[config.mk]
export PLATFORM = sky130hd
export DESIGN_NAME = audio_stream_gain_flat
export DESIGN_NICKNAME = d
export VERILOG_FILES = /design/src/rtl/audio_stream_gain_if.sv /design/src/rtl/audio_stream_gain.sv /design/src/flat_wrapper.sv
export SDC_FILE = /design/constraint.sdc
export NUM_CORES = 1
export LEC_CHECK = 0
export ABC_AREA = 1
export BUFFER_PORTS_ARGS = -buffer_cell sky130_fd_sc_hd__buf_2
export CAP_MARGIN = 30
export CORE_ASPECT_RATIO = 0.9
export CORE_MARGIN = 2
export CORE_UTILIZATION = 35
export DETAILED_ROUTE_END_ITERATION = 8
export PLACE_DENSITY = 0.48
export SYNTH_ARGS = -nofsm -noshare
export SYNTH_HDL_FRONTEND = slang
export SYNTH_SLANG_ARGS = --single-unit
[constraint.sdc]
create_clock -name clk_clk -period 13.5 [get_ports clk_clk]
set_input_delay 2.7 -clock clk_clk [delete_from_list [all_inputs] [get_ports clk_clk]]
set_output_delay 2.7 -clock clk_clk [all_outputs]
set_load 0.02 [all_outputs]
[src/rtl/audio_stream_gain_if.sv]
// Stream, control and volume-handshake signals of the audio gain stage.
// The master side feeds samples and control; the slave side is the gain block.
interface audio_stream_gain_if #(
  parameter int CHANNELS = 2,
  parameter int SAMPLE_W = 16,
  parameter int GAIN_W   = 7
);
  logic                         in_valid;
  logic [CHANNELS*SAMPLE_W-1:0] in_data;
  logic                         in_ready;
  logic                         out_valid;
  logic [CHANNELS*SAMPLE_W-1:0] out_data;
  logic                         out_ready;
  logic                         play;
  logic                         mute;
  logic [CHANNELS*GAIN_W-1:0]   vol_target;
  logic                         vol_set;
  logic                         vol_ack;
  logic                         vol_busy;

  modport master (
    output in_valid, in_data, out_ready, play, mute, vol_target, vol_set,
    input  in_ready, out_valid, out_data, vol_ack, vol_busy
  );

  modport slave (
    input  in_valid, in_data, out_ready, play, mute, vol_target, vol_set,
    output in_ready, out_valid, out_data, vol_ack, vol_busy
  );
endinterface

[src/rtl/audio_stream_gain.sv]
// Multichannel gain stage: two-stage multiply / shift-saturate pipeline,
// per-channel click-free gain ramping, mute, play/pause gating and a
// four-phase set/acknowledge volume update port.
module audio_stream_gain #(
  parameter int CHANNELS = 2,
  parameter int SAMPLE_W = 16,
  parameter int GAIN_W   = 7,
  parameter int RAMP_DIV = 64
) (
  input logic              clk_clk,
  input logic              reset_reset_n,
  audio_stream_gain_if.slave bus
);

  localparam int DATA_W = CHANNELS * SAMPLE_W;
  localparam int PROD_W = SAMPLE_W + GAIN_W + 1;
  localparam int CNT_W  = (RAMP_DIV > 1) ? $clog2(RAMP_DIV) : 1;

  localparam logic [GAIN_W-1:0]        UNITY   = {1'b1, {(GAIN_W-1){1'b0}}};
  localparam logic signed [PROD_W-1:0] SAT_MAX = {{(GAIN_W+2){1'b0}}, {(SAMPLE_W-1){1'b1}}};
  localparam logic signed [PROD_W-1:0] SAT_MIN = ~SAT_MAX;

  typedef enum logic {
    ST_IDLE = 1'b0,
    ST_ACK  = 1'b1
  } vol_state_e;

  // Pipeline
  logic                     w_en;
  logic                     w_accept;
  logic                     r_s1_valid;
  logic signed [PROD_W-1:0] r_s1_prod [CHANNELS];
  logic signed [PROD_W-1:0] w_prod    [CHANNELS];
  logic [DATA_W-1:0]        w_out_word;
  logic                     r_out_valid;
  logic [DATA_W-1:0]        r_out_data;

  // Gain control
  logic [GAIN_W-1:0]   r_cur_gain [CHANNELS];
  logic [GAIN_W-1:0]   r_tgt      [CHANNELS];
  logic [GAIN_W-1:0]   w_eff_tgt  [CHANNELS];
  logic [CHANNELS-1:0] w_gain_diff;
  logic [CNT_W-1:0]    r_ramp_cnt;
  logic                w_tick;
  vol_state_e          r_vol_state;
  logic                r_vol_ack;
  logic                r_vol_busy;

  // Both stages advance together whenever the output register is free.
  assign w_en     = !r_out_valid | bus.out_ready;
  // Reset is folded in so the block never advertises readiness while held in reset.
  assign bus.in_ready = reset_reset_n & bus.play & w_en;
  assign w_accept = bus.in_valid & bus.in_ready;

  assign bus.out_valid = r_out_valid;
  assign bus.out_data  = r_out_data;
  assign bus.vol_ack   = r_vol_ack;
  assign bus.vol_busy  = r_vol_busy;

  assign w_tick = (r_ramp_cnt == CNT_W'(RAMP_DIV - 1));

  // Per-channel arithmetic: signed x unsigned product, then floor shift and clamp.
  for (genvar c = 0; c < CHANNELS; c++) begin : g_ch
    logic signed [SAMPLE_W-1:0] w_sample;
    logic signed [PROD_W-1:0]   w_sample_ext;
    logic signed [PROD_W-1:0]   w_gain_ext;
    logic signed [PROD_W-1:0]   w_shifted;

    assign w_sample     = bus.in_data[c*SAMPLE_W +: SAMPLE_W];
    assign w_sample_ext = {{(GAIN_W+1){w_sample[SAMPLE_W-1]}}, w_sample};
    assign w_gain_ext   = {{(SAMPLE_W+1){1'b0}}, r_cur_gain[c]};
    assign w_prod[c]    = w_sample_ext * w_gain_ext;

    assign w_shifted = r_s1_prod[c] >>> (GAIN_W - 1);
    assign w_out_word[c*SAMPLE_W +: SAMPLE_W] =
      (w_shifted > SAT_MAX) ? SAT_MAX[SAMPLE_W-1:0] :
      (w_shifted < SAT_MIN) ? SAT_MIN[SAMPLE_W-1:0] :
                              w_shifted[SAMPLE_W-1:0];

    assign w_eff_tgt[c]   = bus.mute ? '0 : r_tgt[c];
    assign w_gain_diff[c] = (r_cur_gain[c] != w_eff_tgt[c]);
  end

  // S1: capture the products using the gain current in the acceptance cycle.
  always_ff @(posedge clk_clk or negedge reset_reset_n) begin
    if (!reset_reset_n) begin
      // NOTE: sequential state is written with <= so every flop samples pre-edge values, independent of block order.
      r_s1_valid <= 1'b0;
      for (int c = 0; c < CHANNELS; c++) begin
        // NOTE: this per-channel array is a few flops, not a RAM, so it is reset with the rest to keep outputs deterministic.
        r_s1_prod[c] <= '0;
      end
    end else if (w_en) begin
      r_s1_valid <= w_accept;
      if (w_accept) begin
        for (int c = 0; c < CHANNELS; c++) begin
          r_s1_prod[c] <= w_prod[c];
        end
      end
    end
  end

  // S2: shifted and saturated word; holds while the consumer stalls.
  always_ff @(posedge clk_clk or negedge reset_reset_n) begin
    if (!reset_reset_n) begin
      r_out_valid <= 1'b0;
      r_out_data  <= '0;
    end else if (w_en) begin
      r_out_valid <= r_s1_valid;
      if (r_s1_valid) begin
        r_out_data <= w_out_word;
      end
    end
  end

  // Free-running ramp divider producing one tick every RAMP_DIV cycles.
  always_ff @(posedge clk_clk or negedge reset_reset_n) begin
    if (!reset_reset_n) begin
      r_ramp_cnt <= '0;
    end else if (w_tick) begin
      r_ramp_cnt <= '0;
    end else begin
      r_ramp_cnt <= r_ramp_cnt + CNT_W'(1);
    end
  end

  // On each tick move every channel's gain one LSB toward its effective target.
  always_ff @(posedge clk_clk or negedge reset_reset_n) begin
    if (!reset_reset_n) begin
      for (int c = 0; c < CHANNELS; c++) begin
        r_cur_gain[c] <= UNITY;
      end
    end else if (w_tick) begin
      for (int c = 0; c < CHANNELS; c++) begin
        if (r_cur_gain[c] < w_eff_tgt[c]) begin
          r_cur_gain[c] <= r_cur_gain[c] + GAIN_W'(1);
        end else if (r_cur_gain[c] > w_eff_tgt[c]) begin
          r_cur_gain[c] <= r_cur_gain[c] - GAIN_W'(1);
        end
      end
    end
  end

  // Four-phase volume handshake; the target is latched once, on entry to ACK.
  always_ff @(posedge clk_clk or negedge reset_reset_n) begin
    if (!reset_reset_n) begin
      r_vol_state <= ST_IDLE;
      r_vol_ack   <= 1'b0;
      for (int c = 0; c < CHANNELS; c++) begin
        r_tgt[c] <= UNITY;
      end
    end else begin
      case (r_vol_state)
        ST_IDLE: begin
          if (bus.vol_set) begin
            for (int c = 0; c < CHANNELS; c++) begin
              r_tgt[c] <= bus.vol_target[c*GAIN_W +: GAIN_W];
            end
            r_vol_ack   <= 1'b1;
            r_vol_state <= ST_ACK;
          end
        end
        ST_ACK: begin
          if (!bus.vol_set) begin
            r_vol_ack   <= 1'b0;
            r_vol_state <= ST_IDLE;
          end
        end
        default: begin
          r_vol_ack   <= 1'b0;
          r_vol_state <= ST_IDLE;
        end
      endcase
    end
  end

  // Busy flag: any channel still away from its effective target.
  always_ff @(posedge clk_clk or negedge reset_reset_n) begin
    if (!reset_reset_n) begin
      r_vol_busy <= 1'b0;
    end else begin
      r_vol_busy <= |w_gain_diff;
    end
  end

endmodule

[src/flat_wrapper.sv]
// flat-port wrapper written by rule: the top's interface ports become plain ports
module audio_stream_gain_flat 
#(
  parameter int CHANNELS = 2,
  parameter int SAMPLE_W = 16,
  parameter int GAIN_W   = 7,
  parameter int RAMP_DIV = 64
)
  (clk_clk, reset_reset_n, bus_in_valid, bus_in_data, bus_out_ready, bus_play, bus_mute, bus_vol_target, bus_vol_set, bus_in_ready, bus_out_valid, bus_out_data, bus_vol_ack, bus_vol_busy);
  audio_stream_gain_if #(.CHANNELS(CHANNELS), .SAMPLE_W(SAMPLE_W), .GAIN_W(GAIN_W)) bus_i ();
  input logic clk_clk;
  input logic reset_reset_n;
  input wire logic [$bits(bus_i.in_valid)-1:0] bus_in_valid;
  input wire logic [$bits(bus_i.in_data)-1:0] bus_in_data;
  input wire logic [$bits(bus_i.out_ready)-1:0] bus_out_ready;
  input wire logic [$bits(bus_i.play)-1:0] bus_play;
  input wire logic [$bits(bus_i.mute)-1:0] bus_mute;
  input wire logic [$bits(bus_i.vol_target)-1:0] bus_vol_target;
  input wire logic [$bits(bus_i.vol_set)-1:0] bus_vol_set;
  output wire logic [$bits(bus_i.in_ready)-1:0] bus_in_ready;
  output wire logic [$bits(bus_i.out_valid)-1:0] bus_out_valid;
  output wire logic [$bits(bus_i.out_data)-1:0] bus_out_data;
  output wire logic [$bits(bus_i.vol_ack)-1:0] bus_vol_ack;
  output wire logic [$bits(bus_i.vol_busy)-1:0] bus_vol_busy;
  assign bus_i.in_valid = bus_in_valid;
  assign bus_i.in_data = bus_in_data;
  assign bus_i.out_ready = bus_out_ready;
  assign bus_i.play = bus_play;
  assign bus_i.mute = bus_mute;
  assign bus_i.vol_target = bus_vol_target;
  assign bus_i.vol_set = bus_vol_set;
  assign bus_in_ready = bus_i.in_ready;
  assign bus_out_valid = bus_i.out_valid;
  assign bus_out_data = bus_i.out_data;
  assign bus_vol_ack = bus_i.vol_ack;
  assign bus_vol_busy = bus_i.vol_busy;
  audio_stream_gain #(.CHANNELS(CHANNELS), .SAMPLE_W(SAMPLE_W), .GAIN_W(GAIN_W), .RAMP_DIV(RAMP_DIV)) u_core (.clk_clk(clk_clk), .reset_reset_n(reset_reset_n), .bus(bus_i));
endmodule
After elaboration in Yosys (flattened, before gate mapping)
Index checks and enable logic that the tools add are counted.
- add/subtract/negate cells: 5
- multiply operators: 2
- magnitude comparators: 8
- eq/ne operators: 5
- mux-type cells: 15
- bitwise gates (word level): 5
- reduce and logical (&&, ||, !) cells: 10
- operator list (cell ; number):
    $mux W16 ; 4
    $mul A16 B8 Y24 ; 2
    $mux W7 ; 6
    $gt A18 B16 Y1 const B ; 2
    $lt A18 B16 Y1 const B ; 2
    $add A7 B1 Y7 const B ; 2
    $gt A7 B7 Y1 ; 2
    $lt A7 B7 Y1 ; 2
    $ne A7 B7 Y1 ; 2
    $sub A7 B1 Y7 const B ; 2
    $reduce_and A2 Y1 ; 6
    $add A6 B1 Y6 const B ; 1
    $eq A6 B6 Y1 const B ; 1
    $mux W6 ; 1
    $ne A2 B2 Y1 const B ; 2
    $reduce_bool A2 Y1 ; 2
    $and A1 B1 Y1 ; 3
    $mux W1 ; 3
    $pmux W1 S2 ; 1
    $reduce_or A2 Y1 ; 1
    $logic_not A1 Y1 ; 1
    $not A1 Y1 ; 1
    $or A1 B1 Y1 ; 1
- register bits: 119
- input bits: 53
- logic and storage cells: 63

Depth between registers and ports, before layout
- depth after elaboration: 5
- gate-level depth with buffers: 24
- depth with buffers taken out: 22

Worst setup path before layout
Ideal clock, no wire load.
- path type: input to register
- start point: in bus_in_data[7]
- end point: reg u_core.r_s1_prod (netlist bit u_core.g_ch[0].w_shifted[10])
- arrival: 6.110 ns
- data required time: 13.383 ns
- setup slack: 7.272 ns
- stages on the path: 16
- path through: nand2_1 -> inv_1 -> fa_1 -> fa_1 -> fa_1 -> inv_1 -> fa_1 -> inv_1 -> ha_1 -> a21oi_1 -> a21boi_0 -> nor2_1 -> nor2_1 -> nand3b_1 -> nand3_1 -> nand2_1
- cells in the longest elaborated chain, start to end: 1
- ends and longest elaborated chain (what ; line ; text):
    from (decl) ; flat_wrapper.sv:14 ; input wire logic [$bits(bus_i.in_data)-1:0] bus_in_data;
    $mul A16 B8 Y24 ; audio_stream_gain.sv:72 ; assign w_prod[c] = w_sample_ext * w_gain_ext;
    to (signal, indexed assignment) ; audio_stream_gain.sv:97 ; r_s1_prod[c] <= w_prod[c];
    to (decl) ; audio_stream_gain.sv:32 ; logic signed [PROD_W-1:0] r_s1_prod [CHANNELS];
No other way between the ends.
A chain may end at the register's enable or synchronous reset.

Worst setup path after layout
- start point: in bus_in_data[31]
- end point: reg u_core.r_s1_prod (netlist bit u_core.g_ch[1].w_shifted[16])
The elaborated chain is that of the path after synthesis.

==> impl_metrics.csv <==
group,metric,value,unit
run_status,status,"finished clean",
yosys,syn_area_per_cell,7.48,sq um
timing,fin_setup_tns,0,ns
route,drtIter0Drc,438,
yosys,synth_nets,2191,
setup_path,timing.rr.end,"u_core.g_ch[1].w_shifted[16]",
yosys,synth_top_area_share,24.9,%
clock_tree,h-tree-depth,3,
timing,slew_viol_final,0,
yosys,synthTopCellsByArea,"fa_1 (25%), dfrtp_1 (19%), nand2_1 (14%), inv_1 (13%), ha_1 (11%)",
clock_tree,clk-insertion-delay-late,0.38,ns
cells_and_area,mostFrequentLayoutCell,"nand2_1",
setup_path,crit_start,"bus_in_data[31]",
cells_and_area,fin_util,38.6,%
power,pwr_density_cell,65.3,nW/um^2
timing,hold_viol_final,0,
setup_path,endpoint_kind,"flop",
setup_path,crit_required,13.77,ns
hold_path,hp-start,"u_core.r_ramp_cnt[0]",
clock_tree,root_buffer,"clkbuf_16",
place,hpwl,27.7,mm
place,port_buffers,88,
timing,max_freq,155,MHz
route,wire_per_inst,13.9,um
yosys,synthAdderAreaFrac,35.6,%
cells_and_area,nets,2252,
setup_path,critical_path_arrival,6.74,ns
timing,timing.slew.headroom,38.6,%
timing,period_share,47.9,%
setup_path,rr_worst_depth,19,
cells_and_area,area_growth_syn_to_layout,9.44,%
setup_path,critPathKind,"in -> reg",
power,ir_worst_vdd,0.0729,mV
yosys,yosys.area.top_type,"fa_1",
yosys,postSynthCellCount,1848,
setup_path,worstPathCellList,"buf_2 > nand2_1 > inv_1 > fa_1 > inv_1 > fa_1 > inv_1 > fa_1 > inv_1 > fa_1 > inv_1 > ha_1 > inv_1 > nor3_1 > and2_1 > nand3_1 > nand3_1 > nand2_1 > nand3_1 > nand2_1",
yosys,synth-edff-count,0,
yosys,synth.cell_area,13800,sq um
yosys,yosys_register_bits,107,
route,vias,11100,
floorplanning,dieArea,41100,sq um
route,firstDrtPassIters,5,
grt,grt.overflow.total,0,
timing,final-setup-viol-count,0,
route,wl,34.0,mm
yosys,synth-simple-area-share,21.1,%
clock_tree,clk_path_buf_depth,2,
yosys,synth_compound_area_share,6.27,%
cells_and_area,fillers,4276,
timing,rsz0062_at_grt,"false",
cells_and_area,final_cell_mix,"nand2_1 (511), inv_1 (485), fa_1 (172), ha_1 (118), dfrtp_1 (103)",
route,antenna_left,0,
hold_path,min_to,"u_core.r_ramp_cnt[0]",
grt,first_global_vias,11700,
place,gp_congestion,0.833,
yosys,ys.warnings.count,0,
clock_tree,clk_pin_slew,0.09,ns
yosys,synth_cell_type_count,37,
setup_path,r2r_setup_slack,8.49,ns
setup_path,path_max_fanout,7,
grt,grt_pass1_wl,58.6,mm
yosys,ys_seq_area_share,19.4,%
clock_tree,clock_sinks,107,
floorplanning,die_y,193,um
hold_path,hp-class,"reg -> reg",
clock_tree,cts_tree,"done",
floorplanning,core-area,39200,sq um
yosys,yosys_most_used_dff,"dfrtp_1",
yosys,synth_xor_xnor_area_share,2.09,%
setup_path,cpPeakStageDelay,0.68,ns
route,drc,0,
job,drv_cap,0,
clock_tree,numCtsBuffers,9,
setup_path,r2r_start,"u_core.g_ch[1].w_gain_ext[2]",
floorplanning,die_w,213,um
clock_tree,cts_resized,0,
yosys,synth-async-reset-ratio,100,%
yosys,synth_top_family_by_area,"adder cells",
grt,grt_use_total,17.9,%
clock_tree,postCtsHoldBufs,0,
setup_path,cp_common_cell,"inv_1",
power,leakage,9.34,nW
setup_path,crit_slowest_cell,"fa_1",
grt,antenna_found_initial,0,
timing,tightestPinTransition,0.921,ns
setup_path,startpoint_type,"input pin",
hold_path,holdPathStages,1,
cells_and_area,layout-drive-gt1-share,7.94,%
yosys,synthMuxAreaShare,0.978,%
cells_and_area,n_antenna_cell,0,
floorplanning,placementRows,69,
timing,min_period,6.47,ns
route,viasPerCell,4.53,
timing,skew,0.0158,ns
floorplanning,initial_core_util,35.3,%
grt,grt_max_degree,52,
floorplanning,ios,89,
clock_tree,postCtsSetupBuffers,0,
worst max-delay path by stage:
stage                                              end  slack [ns]  cells past startpoint
after floorplan           u_core.g_ch[0].w_shifted[10]        7.27                     16
after CTS                 u_core.g_ch[1].w_shifted[16]        7.04                     18
after global placement    u_core.g_ch[1].w_shifted[16]        6.64                     18
after detailed placement  u_core.g_ch[1].w_shifted[16]        6.64                     18
final                     u_core.g_ch[1].w_shifted[16]        7.03                     20
after global routing      u_core.g_ch[1].w_shifted[16]        6.69                     20
registers in the layout (all words and copies together) (netlist names):
register,flops
u_core.r_ramp_cnt,6
u_core.bus.vol_ack,1
u_core.r_tgt,14
u_core.bus.out_valid,1
u_core.bus.out_data,32
u_core.g_ch.w_gain_ext,14
u_core.bus.vol_busy,1
u_core.r_vol_state,1
u_core.r_s1_valid,1
u_core.g_ch.w_shifted,36
cell families after synthesis:
kind of cell,count (synthesis)
AO/OA/AOI/OAI,161
flip-flops,107
adder cells (fa/ha/maj),290
multiplexers,12
XOR/XNOR,33
AND/OR/NAND/NOR,713
buffers and inverters,532
power breakdown:
group / switching, W / internal, W / total (W)
logic: 0.000189 / 0.0000992 / 0.000288
registers: 0.0000374 / 0.000384 / 0.000422
clock network: 0.000146 / 0.000132 / 0.000279
layout make-up:
cell class	instances	area [sq um]	area share, %
timing repair buffer	97	518	3.42
clock inverter	7	85.1	0.562
tap	532	666	4.40
sequential	107	2680	17.7
multi-input combinational	1209	9130	60.4
clock buffer	9	225	1.49
inverter	485	1820	12.0
stage by stage:
stage / instances / area [sq um] / hold WS, ns / power [W] / setup WS, ns
finish: 2446 / 15100 / 0.465 / 0.000988 / 7.03
CTS: 2446 / 15100 / 0.467 / 0.00101 / 7.04
detailed placement: 2430 / 14800 / 0.449 / 0.000722 / 6.64
global route: 2446 / 15100 / 0.497 / 0.00106 / 6.69
global placement: 2429 / 14800 / 0.442 / 0.000719 / 6.64
floorplan: 1848 / 13800 / 0.431 / 0.000601 / 7.27
routing by layer:
metal | up-vias | part of all wire, % | track usage (%)
met3 | 19 | 2.4 | 1.95
met4 | 0 | 1.1 | 3.42
met1 | 5351 | 50 | 24.6
met2 | 125 | 47 | 30.8
met5 | - | 0 | 0
li1 | 5579 | - | -
cell usage after synthesis (2+ instances only):
library cell	instances
mux2_2	12
o21bai_1	7
clkbuf_1	36
o21ai_0	75
dfrtp_1	103
nand3b_1	11
nand2_2	13
buf_2	10
o21ai_1	5
nor2_1	85
xnor2_1	22
nand2_1	511
dfstp_2	4
a31oi_1	2
inv_1	485
or2_2	4
and2_1	3
xor2_1	11
ha_1	118
a21o_1	5
a21oi_1	60
o21a_1	3
nand3_1	54
fa_1	172
nand4_1	10
nor3_1	16
worst max-delay path: cells and delay by family:
family / cells / cell delay [ns]
buf+inv: 7 / 0.70
simple gates: 8 / 1.05
fa+ha+maj: 5 / 2.30
Note: power is estimated with default switching activity, not from simulation.
